## config.mk

```make
export PLATFORM = sky130hd
export DESIGN_NAME = controlador_temporizador
export DESIGN_NICKNAME = d
export VERILOG_FILES = /design/src/rtl/controlador_temporizador.sv
export SDC_FILE = /design/constraint.sdc
export NUM_CORES = 1
export LEC_CHECK = 0
export BUFFER_PORTS_ARGS = -buffer_cell sky130_fd_sc_hd__buf_4
export CORE_MARGIN = 2
export CORE_UTILIZATION = 45
export CTS_CLUSTER_SIZE = 12
export DETAILED_ROUTE_END_ITERATION = 16
export GPL_TIMING_DRIVEN = 0
export PLACE_DENSITY = 0.67
export SKIP_CTS_REPAIR_TIMING = 1
export SKIP_LAST_GASP = 1
export SLEW_MARGIN = 20
export SYNTH_ARGS = -nofsm -noshare
export SYNTH_HDL_FRONTEND = slang
export SYNTH_SLANG_ARGS = --single-unit
```

## constraint.sdc

```tcl
create_clock -name CLOCK -period 5 [get_ports CLOCK]
set_clock_uncertainty 0.2 [all_clocks]
set_input_delay 0.75 -clock CLOCK [delete_from_list [all_inputs] [get_ports CLOCK]]
set_output_delay 0.75 -clock CLOCK [all_outputs]
set_load 0.01 [all_outputs]
```

## src/rtl/controlador_temporizador.sv

```systemverilog
// controlador_temporizador: one prescaled time base lent round-robin to N_REQ clients.
// Each grant counts DUR slow ticks, then pulses DONE to the owner; dropping REQ aborts.
module controlador_temporizador #(
  parameter int N_REQ = 4,
  parameter int DIV   = 25_000_000,
  parameter int DUR_W = 8
) (
  input  logic                   CLOCK,
  input  logic                   RESET_N,
  input  logic [N_REQ-1:0]       REQ,
  input  logic [N_REQ*DUR_W-1:0] DUR,
  output logic [N_REQ-1:0]       GNT,
  output logic [N_REQ-1:0]       DONE,
  output logic                   TICK,
  output logic                   BUSY,
  output logic [DUR_W-1:0]       REMAIN
);

  localparam int PW = (DIV > 1) ? $clog2(DIV) : 1;
  localparam int IW = (N_REQ > 1) ? $clog2(N_REQ) : 1;
  localparam logic [PW-1:0] PRE_LAST = PW'(DIV - 1);
  localparam logic [IW-1:0] PTR_RST  = IW'(N_REQ - 1);

  typedef enum logic [1:0] {
    ST_IDLE = 2'd0,
    ST_RUN  = 2'd1,
    ST_FIN  = 2'd2
  } state_t;

  state_t             state_r, state_nxt_s;
  logic [IW-1:0]      ptr_r, ptr_nxt_s;
  logic [PW-1:0]      pre_r, pre_nxt_s;
  logic [N_REQ-1:0]   gnt_r, gnt_nxt_s;
  logic [N_REQ-1:0]   done_r, done_nxt_s;
  logic               tick_r, tick_nxt_s;
  logic               busy_r, busy_nxt_s;
  logic [DUR_W-1:0]   remain_r, remain_nxt_s;

  logic [DUR_W-1:0]   dur_arr_s [N_REQ];
  logic [IW-1:0]      win_s;
  logic [DUR_W-1:0]   win_dur_s;
  logic               own_req_s;

  // Round-robin search starting just after the last owner, wrapping mod N_REQ.
  function automatic logic [IW-1:0] rr_pick(input logic [N_REQ-1:0] req,
                                            input logic [IW-1:0]    ptr);
    logic [IW-1:0] pick;
    logic          hit;
    int            idx;
    pick = ptr;
    hit  = 1'b0;
    for (int k = 1; k <= N_REQ; k++) begin
      idx = int'(ptr) + k;
      if (idx >= N_REQ) begin
        idx = idx - N_REQ;
      end else begin
        idx = idx;
      end
      if (!hit && req[IW'(idx)]) begin
        pick = IW'(idx);
        hit  = 1'b1;
      end else begin
        pick = pick;
      end
    end
    return pick;
  endfunction

  function automatic logic [N_REQ-1:0] onehot(input logic [IW-1:0] idx);
    return N_REQ'(1) << idx;
  endfunction

  for (genvar g = 0; g < N_REQ; g++) begin : g_dur
    assign dur_arr_s[g] = DUR[g*DUR_W +: DUR_W];
  end

  // Arbitration candidate and the owner's live request level.
  always_comb begin
    win_s     = rr_pick(REQ, ptr_r);
    win_dur_s = dur_arr_s[win_s];
    own_req_s = REQ[ptr_r];
  end

  // Next-state and next-output logic; every output is registered below.
  always_comb begin
    state_nxt_s  = state_r;
    ptr_nxt_s    = ptr_r;
    pre_nxt_s    = pre_r;
    gnt_nxt_s    = gnt_r;
    done_nxt_s   = '0;
    tick_nxt_s   = 1'b0;
    busy_nxt_s   = busy_r;
    remain_nxt_s = remain_r;
    case (state_r)
      ST_IDLE: begin
        if (|REQ) begin
          ptr_nxt_s    = win_s;
          pre_nxt_s    = '0;
          gnt_nxt_s    = onehot(win_s);
          busy_nxt_s   = 1'b1;
          remain_nxt_s = win_dur_s;
          state_nxt_s  = (win_dur_s == '0) ? ST_FIN : ST_RUN;
        end else begin
          gnt_nxt_s    = '0;
          busy_nxt_s   = 1'b0;
          remain_nxt_s = '0;
        end
      end
      ST_RUN: begin
        // Abort takes precedence over a final tick landing on the same edge.
        if (!own_req_s) begin
          pre_nxt_s    = '0;
          gnt_nxt_s    = '0;
          busy_nxt_s   = 1'b0;
          remain_nxt_s = '0;
          state_nxt_s  = ST_IDLE;
        end else if (pre_r == PRE_LAST) begin
          pre_nxt_s    = '0;
          tick_nxt_s   = 1'b1;
          remain_nxt_s = remain_r - DUR_W'(1);
          state_nxt_s  = (remain_r == DUR_W'(1)) ? ST_FIN : ST_RUN;
        end else begin
          pre_nxt_s    = pre_r + PW'(1);
        end
      end
      ST_FIN: begin
        if (!own_req_s) begin
          done_nxt_s = '0;
        end else begin
          done_nxt_s = onehot(ptr_r);
        end
        pre_nxt_s    = '0;
        gnt_nxt_s    = '0;
        busy_nxt_s   = 1'b0;
        remain_nxt_s = '0;
        state_nxt_s  = ST_IDLE;
      end
      default: begin
        pre_nxt_s    = '0;
        gnt_nxt_s    = '0;
        busy_nxt_s   = 1'b0;
        remain_nxt_s = '0;
        state_nxt_s  = ST_IDLE;
      end
    endcase
  end

  // State, pointer, prescaler and output registers.
  always_ff @(posedge CLOCK or negedge RESET_N) begin
    if (!RESET_N) begin
      state_r  <= ST_IDLE;
      ptr_r    <= PTR_RST;
      pre_r    <= '0;
      gnt_r    <= '0;
      done_r   <= '0;
      tick_r   <= 1'b0;
      busy_r   <= 1'b0;
      remain_r <= '0;
    end else begin
      state_r  <= state_nxt_s;
      ptr_r    <= ptr_nxt_s;
      pre_r    <= pre_nxt_s;
      gnt_r    <= gnt_nxt_s;
      done_r   <= done_nxt_s;
      tick_r   <= tick_nxt_s;
      busy_r   <= busy_nxt_s;
      remain_r <= remain_nxt_s;
    end
  end

  assign GNT    = gnt_r;
  assign DONE   = done_r;
  assign TICK   = tick_r;
  assign BUSY   = busy_r;
  assign REMAIN = remain_r;

endmodule


```

* Word-level counts from Yosys, hierarchy flattened
Index checks and enable logic that the tools add are counted.
** Storage, ports and cells
- Register bits after elaboration :: 47
- Bits in latches :: 0
- RAM bits :: 0
- Memory bits (read-only) :: 0
- Input bits :: 38
- Output and inout bits :: 18
- Word-level logic and storage cells :: 102
- Memories kept :: 0
** Cells by class
- Add/subtract/negate cells :: 10
- $mul :: 0
- Divide/modulo/power cells :: 0
- $lt $le $gt $ge :: 10
- Eq/ne operators :: 7
- Shift-type cells :: 2
- Mux-type cells :: 53
- Bitwise gates (word level) :: 1
- Reduce and logical (&&, ||, !) cells :: 11
** Operators with widths (number)
- $mux W25 :: 3
- $pmux W25 S2 :: 1
- $mux W8 :: 5
- $mux W2 :: 13
- $add A25 B1 Y25 const B :: 1
- $eq A25 B25 Y1 const B :: 1
- $mux W1 :: 17
- $bmux W8 S2 :: 1
- $lt A2 B4 Y1 const B :: 4
- $mux W4 :: 4
- $pmux W8 S2 :: 1
- $ge A3 B3 Y1 const B :: 4
- $bmux W1 S2 :: 5
- $eq A8 B1 Y1 const B :: 1
- $logic_not A8 Y1 :: 1
- $pmux W4 S2 :: 1
- $shl A1 B2 Y4 const A :: 2
- $sub A2 B1 Y2 const B :: 4
- $sub A8 B1 Y8 const B :: 1
- $add A2 B2 Y3 const B :: 2
- $add A2 B3 Y4 const B :: 1
- $ge A4 B3 Y1 const B :: 1
- $ne A2 B2 Y1 const B :: 2
- $pmux W2 S2 :: 1
- other kinds (12) :: 17

* Logic depth before layout (Yosys ltp)
- Depth after elaboration :: 24
- Depth in mapped cells :: 10
- Mapped depth without buffers :: 8

* Worst setup path after synthesis
No wires, ideal clock.
- Kind :: flip-flop to flip-flop
- From :: register ptr_r[0]
- To :: register remain_r[5], in the netlist REMAIN[5]
- Setup time :: 0.121 ns
- Data arrival time :: 2.548 ns
- Required time :: 4.679 ns
- Path slack :: 2.131 ns
- Cell stages (with the launch flop) :: 10
- Buffers on the path :: 2
- Period minus slack after synthesis :: 2.869 ns
- Path through :: dfstp_2 -> buf_4 -> inv_1 -> ha_1 -> maj3_1 -> o21ai_2 -> and2_4 -> buf_6 -> mux4_2 -> a22o_1
** Between the ends
- Longest elaborated chain between the ends :: 22
- Elaborated cells between the ends (all ways) :: 51
- Those cells by class :: add/sub: 8; order compare: 4; eq/ne: 1; mux: 31; bitwise: 1; reduce/logical: 6
** Ends and longest elaborated chain
- start: declaration :: RTL line 31 : logic [IW-1:0] ptr_r, ptr_nxt_s;
- start signal: assignment :: RTL line 161 : ptr_r <= ptr_nxt_s;
- $add A2 B1 Y3 :: RTL line 53 : idx = int'(ptr) + k;
- $ge A3 B3 Y1 or $sub A2 B1 Y2 (tied branches) :: RTL line 54, 55
- $mux W2 :: RTL line 54 : if (idx >= N_REQ) begin
- $bmux W1 S2 :: RTL line 59 : if (!hit && req[IW'(idx)]) begin
- $mux W1 (not written as such) (2 in a row) :: RTL line 59
- $mux W1 :: RTL line 59
- $logic_not A1 Y1 :: RTL line 59
- $logic_and A1 B1 Y1 :: RTL line 59
- (+4 left out)
- $logic_not A1 Y1 :: RTL line 59
- $logic_and A1 B1 Y1 :: RTL line 59
- $mux W2 :: RTL line 59
- $not A2 Y3 (not written as such) :: RTL line 80 : win_dur_s = dur_arr_s[win_s];
- $bmux W8 S2 :: RTL line 80
- $mux W8 (not written as such) (2 in a row) :: RTL line 80
- $mux W8 :: RTL line 96 : if (|REQ) begin
- $pmux W8 S2 :: RTL line 94 : case (state_r)
- end signal: assignment :: RTL line 167 : remain_r <= remain_nxt_s;
- end: declaration :: RTL line 37 : logic [DUR_W-1:0] remain_r, remain_nxt_s;
Several ways; a longest one is shown, not always the timed one. The select of a mux whose other input is x is not followed.
A chain may end at the register's enable or synchronous reset.

* Final worst setup path
Same ends and word-level chain as after synthesis.

==> run_results.csv <==
group,metric,value,unit
placement,portBuffers,55,
global_route,grt_max_degree,48,
yosys,yosys.area.top_type,"dfrtp_1",
routing,via_per_inst,5.725,
setup_path,r2r_slack,1.89,ns
setup_path,arrival,3.12,ns
sta,period_share,62.22,%
power,swShare,39.70,%
clocking,cts-root-buf,"clkbuf_8",
yosys,synth.net_count,347,
die,die_h,83.47,um
final_layout,antenna_cells,0,
setup_path,critPathMaxFanout,10,
routing,vias,2519,
setup_path,setup.worst_path.class,"reg2reg",
placement,place_congestion,0.8593,
yosys,synth-seq-cells,47,
yosys,yosysTopAreaCellShare,39.63,%
yosys,async_reset_ff_share,100.0,%
clocking,cts.path.max_buffers,2,
yosys,synthMuxAreaShare,4.976,%
die,dieWidth,83.47,um
final_layout,drive_above_1_share,23.84,%
power,powerDensity,475.9,mW/mm2
clocking,cts_tree,"yes",
yosys,synth-adder-area-share,3.435,%
sta,setup_ws,1.889,ns
run_status,status,"complete, no violations",
yosys,syn_inst,302,
sta,maxSlewHeadroom,51.07,%
yosys,synth_edf_count,0,
sta,worst_pin_slew,0.7283,ns
placement,dpl.hpwl,5096,um
setup_path,required,5.01,ns
setup_path,end_kind,"register",
routing,post_drt_wl_per_cell,15.31,um
setup_path,critical_path.top_delay_family,"adder cells",
global_route,grt_pass1_vias,2534,
global_route,grt_antenna_before_repair,0,
yosys,syn_area,0.002841,mm2
setup_path,worstSetupStartpointType,"register",
yosys,synthFlopType,"dfrtp_1",
global_route,grt_first_pass_wirelength,11650,um
power,seqPwrFrac,31.1,%
setup_path,slowest_delay,0.57,ns
clocking,clk_latency,0.31,ns
die,die-area,0.006966,mm2
global_route,overflow,0,
clocking,path_clk_slew,0.09,ns
sta,fin_tns_setup,0,ns
placement,dp_slack,1.884,ns
clocking,htree_levels,2,
sta,rsz0062_at_grt,"no",
setup_path,cp_slowest_cell,"dfstp_2",
job,cap_violations,0,
sta,hold_viol,0,
setup_path,worstReg2RegStart,"ptr_r[0]",
yosys,synthDistinctLibCells,52,
final_layout,syn2layout_area_growth,22.10,%
hold_path,hold_class,"in2async",
power,switchingPower,655.5,uW
setup_path,path_buf_inv,3,
routing,drcViolationCount,0,
power,clock_power_share,18.2,%
global_route,grt.total_usage,20.40,%
yosys,seq_area_frac_synth,41.48,%
power,power_frac_comb,50.8,%
die,io_pins,56,
final_layout,nNetsFinal,409,
die,start_util,47.16,%
yosys,synth.avg_cell_area,9.409,um2
yosys,synth_top_family_by_area,"simple AND/OR/NAND/NOR gates",
die,fp.coreArea,0.006026,mm2
power,peakVddDrop,380.9,uV
routing,drtIter0Drc,118,
routing,drt_pass1_iterations,4,
setup_path,r2r-end,"REMAIN[5]",
sta,maxSlewViolCount,0,
clocking,cts_made_buffers,5,
sta,setup_viol,0,
power,power.internal,995.7,uW
setup_path,reg2regPathDepth,9,
yosys,synth-xor-area-share,7.089,%
yosys,yosys.area_share.simple,24.61,%
yosys,yosysWarnings,0,
routing,wl,6737,um
power,p_leak,0.001501,uW
sta,fmax,0.3214,GHz
sta,period_minus_slack,3.111,ns
setup_path,crit_chain,"buf_4 > inv_1 > ha_1 > maj3_1 > o21ai_2 > and2_4 > buf_6 > mux4_2 > a22o_1",
clocking,cts.sinks,47,
die,row_count,28,
routing,ant_nets,0,
final_layout,n_fill_cell,561,
yosys,synth-compound-area-share,15.24,%
yosys,synth_area_leaders,"dfrtp_1, xor2_1, nor2_1",
==> metrics by stage <==
step / hold slack (ns) / cell area [um2] / instances / total power [uW] / util, %
2_1_floorplan: 0.2544 / 2841 / 302 / 1105 / -
3_3_place_gp: 0.2729 / 3348 / 432 / 1347 / 55.56
3_5_place_dp: 0.2750 / 3348 / 432 / 1354 / 55.56
4_1_cts: 0.2608 / 3470 / 440 / 1663 / 57.58
5_1_grt: 0.2801 / 3470 / 440 / 1768 / 57.58
6_report: 0.2361 / 3470 / 440 / 1651 / 57.58
==> power by group through the flow <==
| stage | logic [uW] | registers [uW] | clock network (uW) |
|---|---|---|---|
| 5_1_grt | 919 | 523 | 327 |
| 3_3_place_gp | 829 | 518 | 0 |
| 2_1_floorplan | 580 | 525 | 0 |
| 6_report | 838 | 513 | 300 |
| 4_1_cts | 840 | 513 | 309 |
| 3_5_place_dp | 835 | 519 | 0 |
==> cell usage after synthesis (7+ instances only) <==
cell      instances
ha_1              7
xor2_1           15
xnor2_1           8
clkbuf_1          8
nand2_1          31
a21oi_1           9
nor4_1           12
and3_1           11
nor2_1           32
nand3_1          15
o21ai_0          12
dfrtp_1          45
==> cells in the final DEF, fill, tap and decap left out, drive strengths merged, types with 3 or more instances in the layout <==
cell    netlist  final
ha            7      7
a21oi        11     11
xor2         15     15
a31o          5      5
nor3          6      6
clkbuf        8     14
mux2i         4      4
a22o          5      5
nand2        31     31
and2          6      6
nor4         12     12
dfrtp        45     45
o31ai         3      3
nand3        15     15
xnor2         8      8
and3         11     11
a32o          3      3
nand4         6      6
o32ai         5      5
inv           4      5
a211oi        6      6
o21ai        13     13
buf           6     61
nor2         32     32
or3           4      4
mux4          4      4
==> worst max-delay path by stage <==
stage / end / start / depth (start not counted) / slack [ns]
2_1_floorplan: REMAIN[5] / ptr_r[0] / 9 / 2.13
3_3_place_gp: REMAIN[5] / ptr_r[0] / 9 / 1.93
5_1_grt: REMAIN[2] / ptr_r[0] / 10 / 1.65
6_report: REMAIN[5] / ptr_r[0] / 9 / 1.89
3_5_place_dp: REMAIN[5] / ptr_r[0] / 9 / 1.88
4_1_cts: REMAIN[5] / ptr_r[0] / 9 / 1.88
==> state kept, by name, indices dropped and copies added (netlist names) <==
name	flops
TICK	1
DONE	4
REMAIN	8
ptr_r	2
state_r	2
BUSY	1
GNT	4
pre_r	25
==> worst register-to-register path, stage by stage (launching register included) <==
cell,delay [ns]
dfstp_2,0.57
buf_4,0.18
inv_1,0.08
ha_1,0.39
maj3_1,0.37
o21ai_2,0.16
and2_4,0.16
buf_6,0.12
mux4_2,0.53
a22o_1,0.25
==> layout make-up <==
| class | count | area [um2] | area share, % |
|---|---|---|---|
| Multi-Input combinational cell | 237 | 1573 | 45.33 |
| Sequential cell | 47 | 1179 | 33.97 |
| Buffer | 14 | 75.07 | 2.164 |
| Tap cell | 75 | 93.84 | 2.705 |
| Clock inverter | 2 | 38.79 | 1.118 |
| Inverter | 4 | 15.01 | 0.4327 |
| Clock buffer | 6 | 82.58 | 2.380 |
| Timing Repair Buffer | 55 | 412.9 | 11.90 |
==> routing by layer <==
layer	wire length, um	track usage, %
met1	3052	25.36
met3	306	4.847
met4	99	6.305
met2	3279	35.19
met5	0	0
==> kinds of logic (layout without fill, tap and decap cells) <==
kind of cell / Yosys count / count (layout)
multiplexers: 9 / 9
adder cells (fa/ha/maj): 8 / 8
AND/OR/NAND/NOR: 137 / 137
AO/OA/AOI/OAI: 60 / 60
XOR/XNOR: 23 / 23
flip-flops: 47 / 47
buffers and inverters: 18 / 81
(Power assumes the default switching activity.)
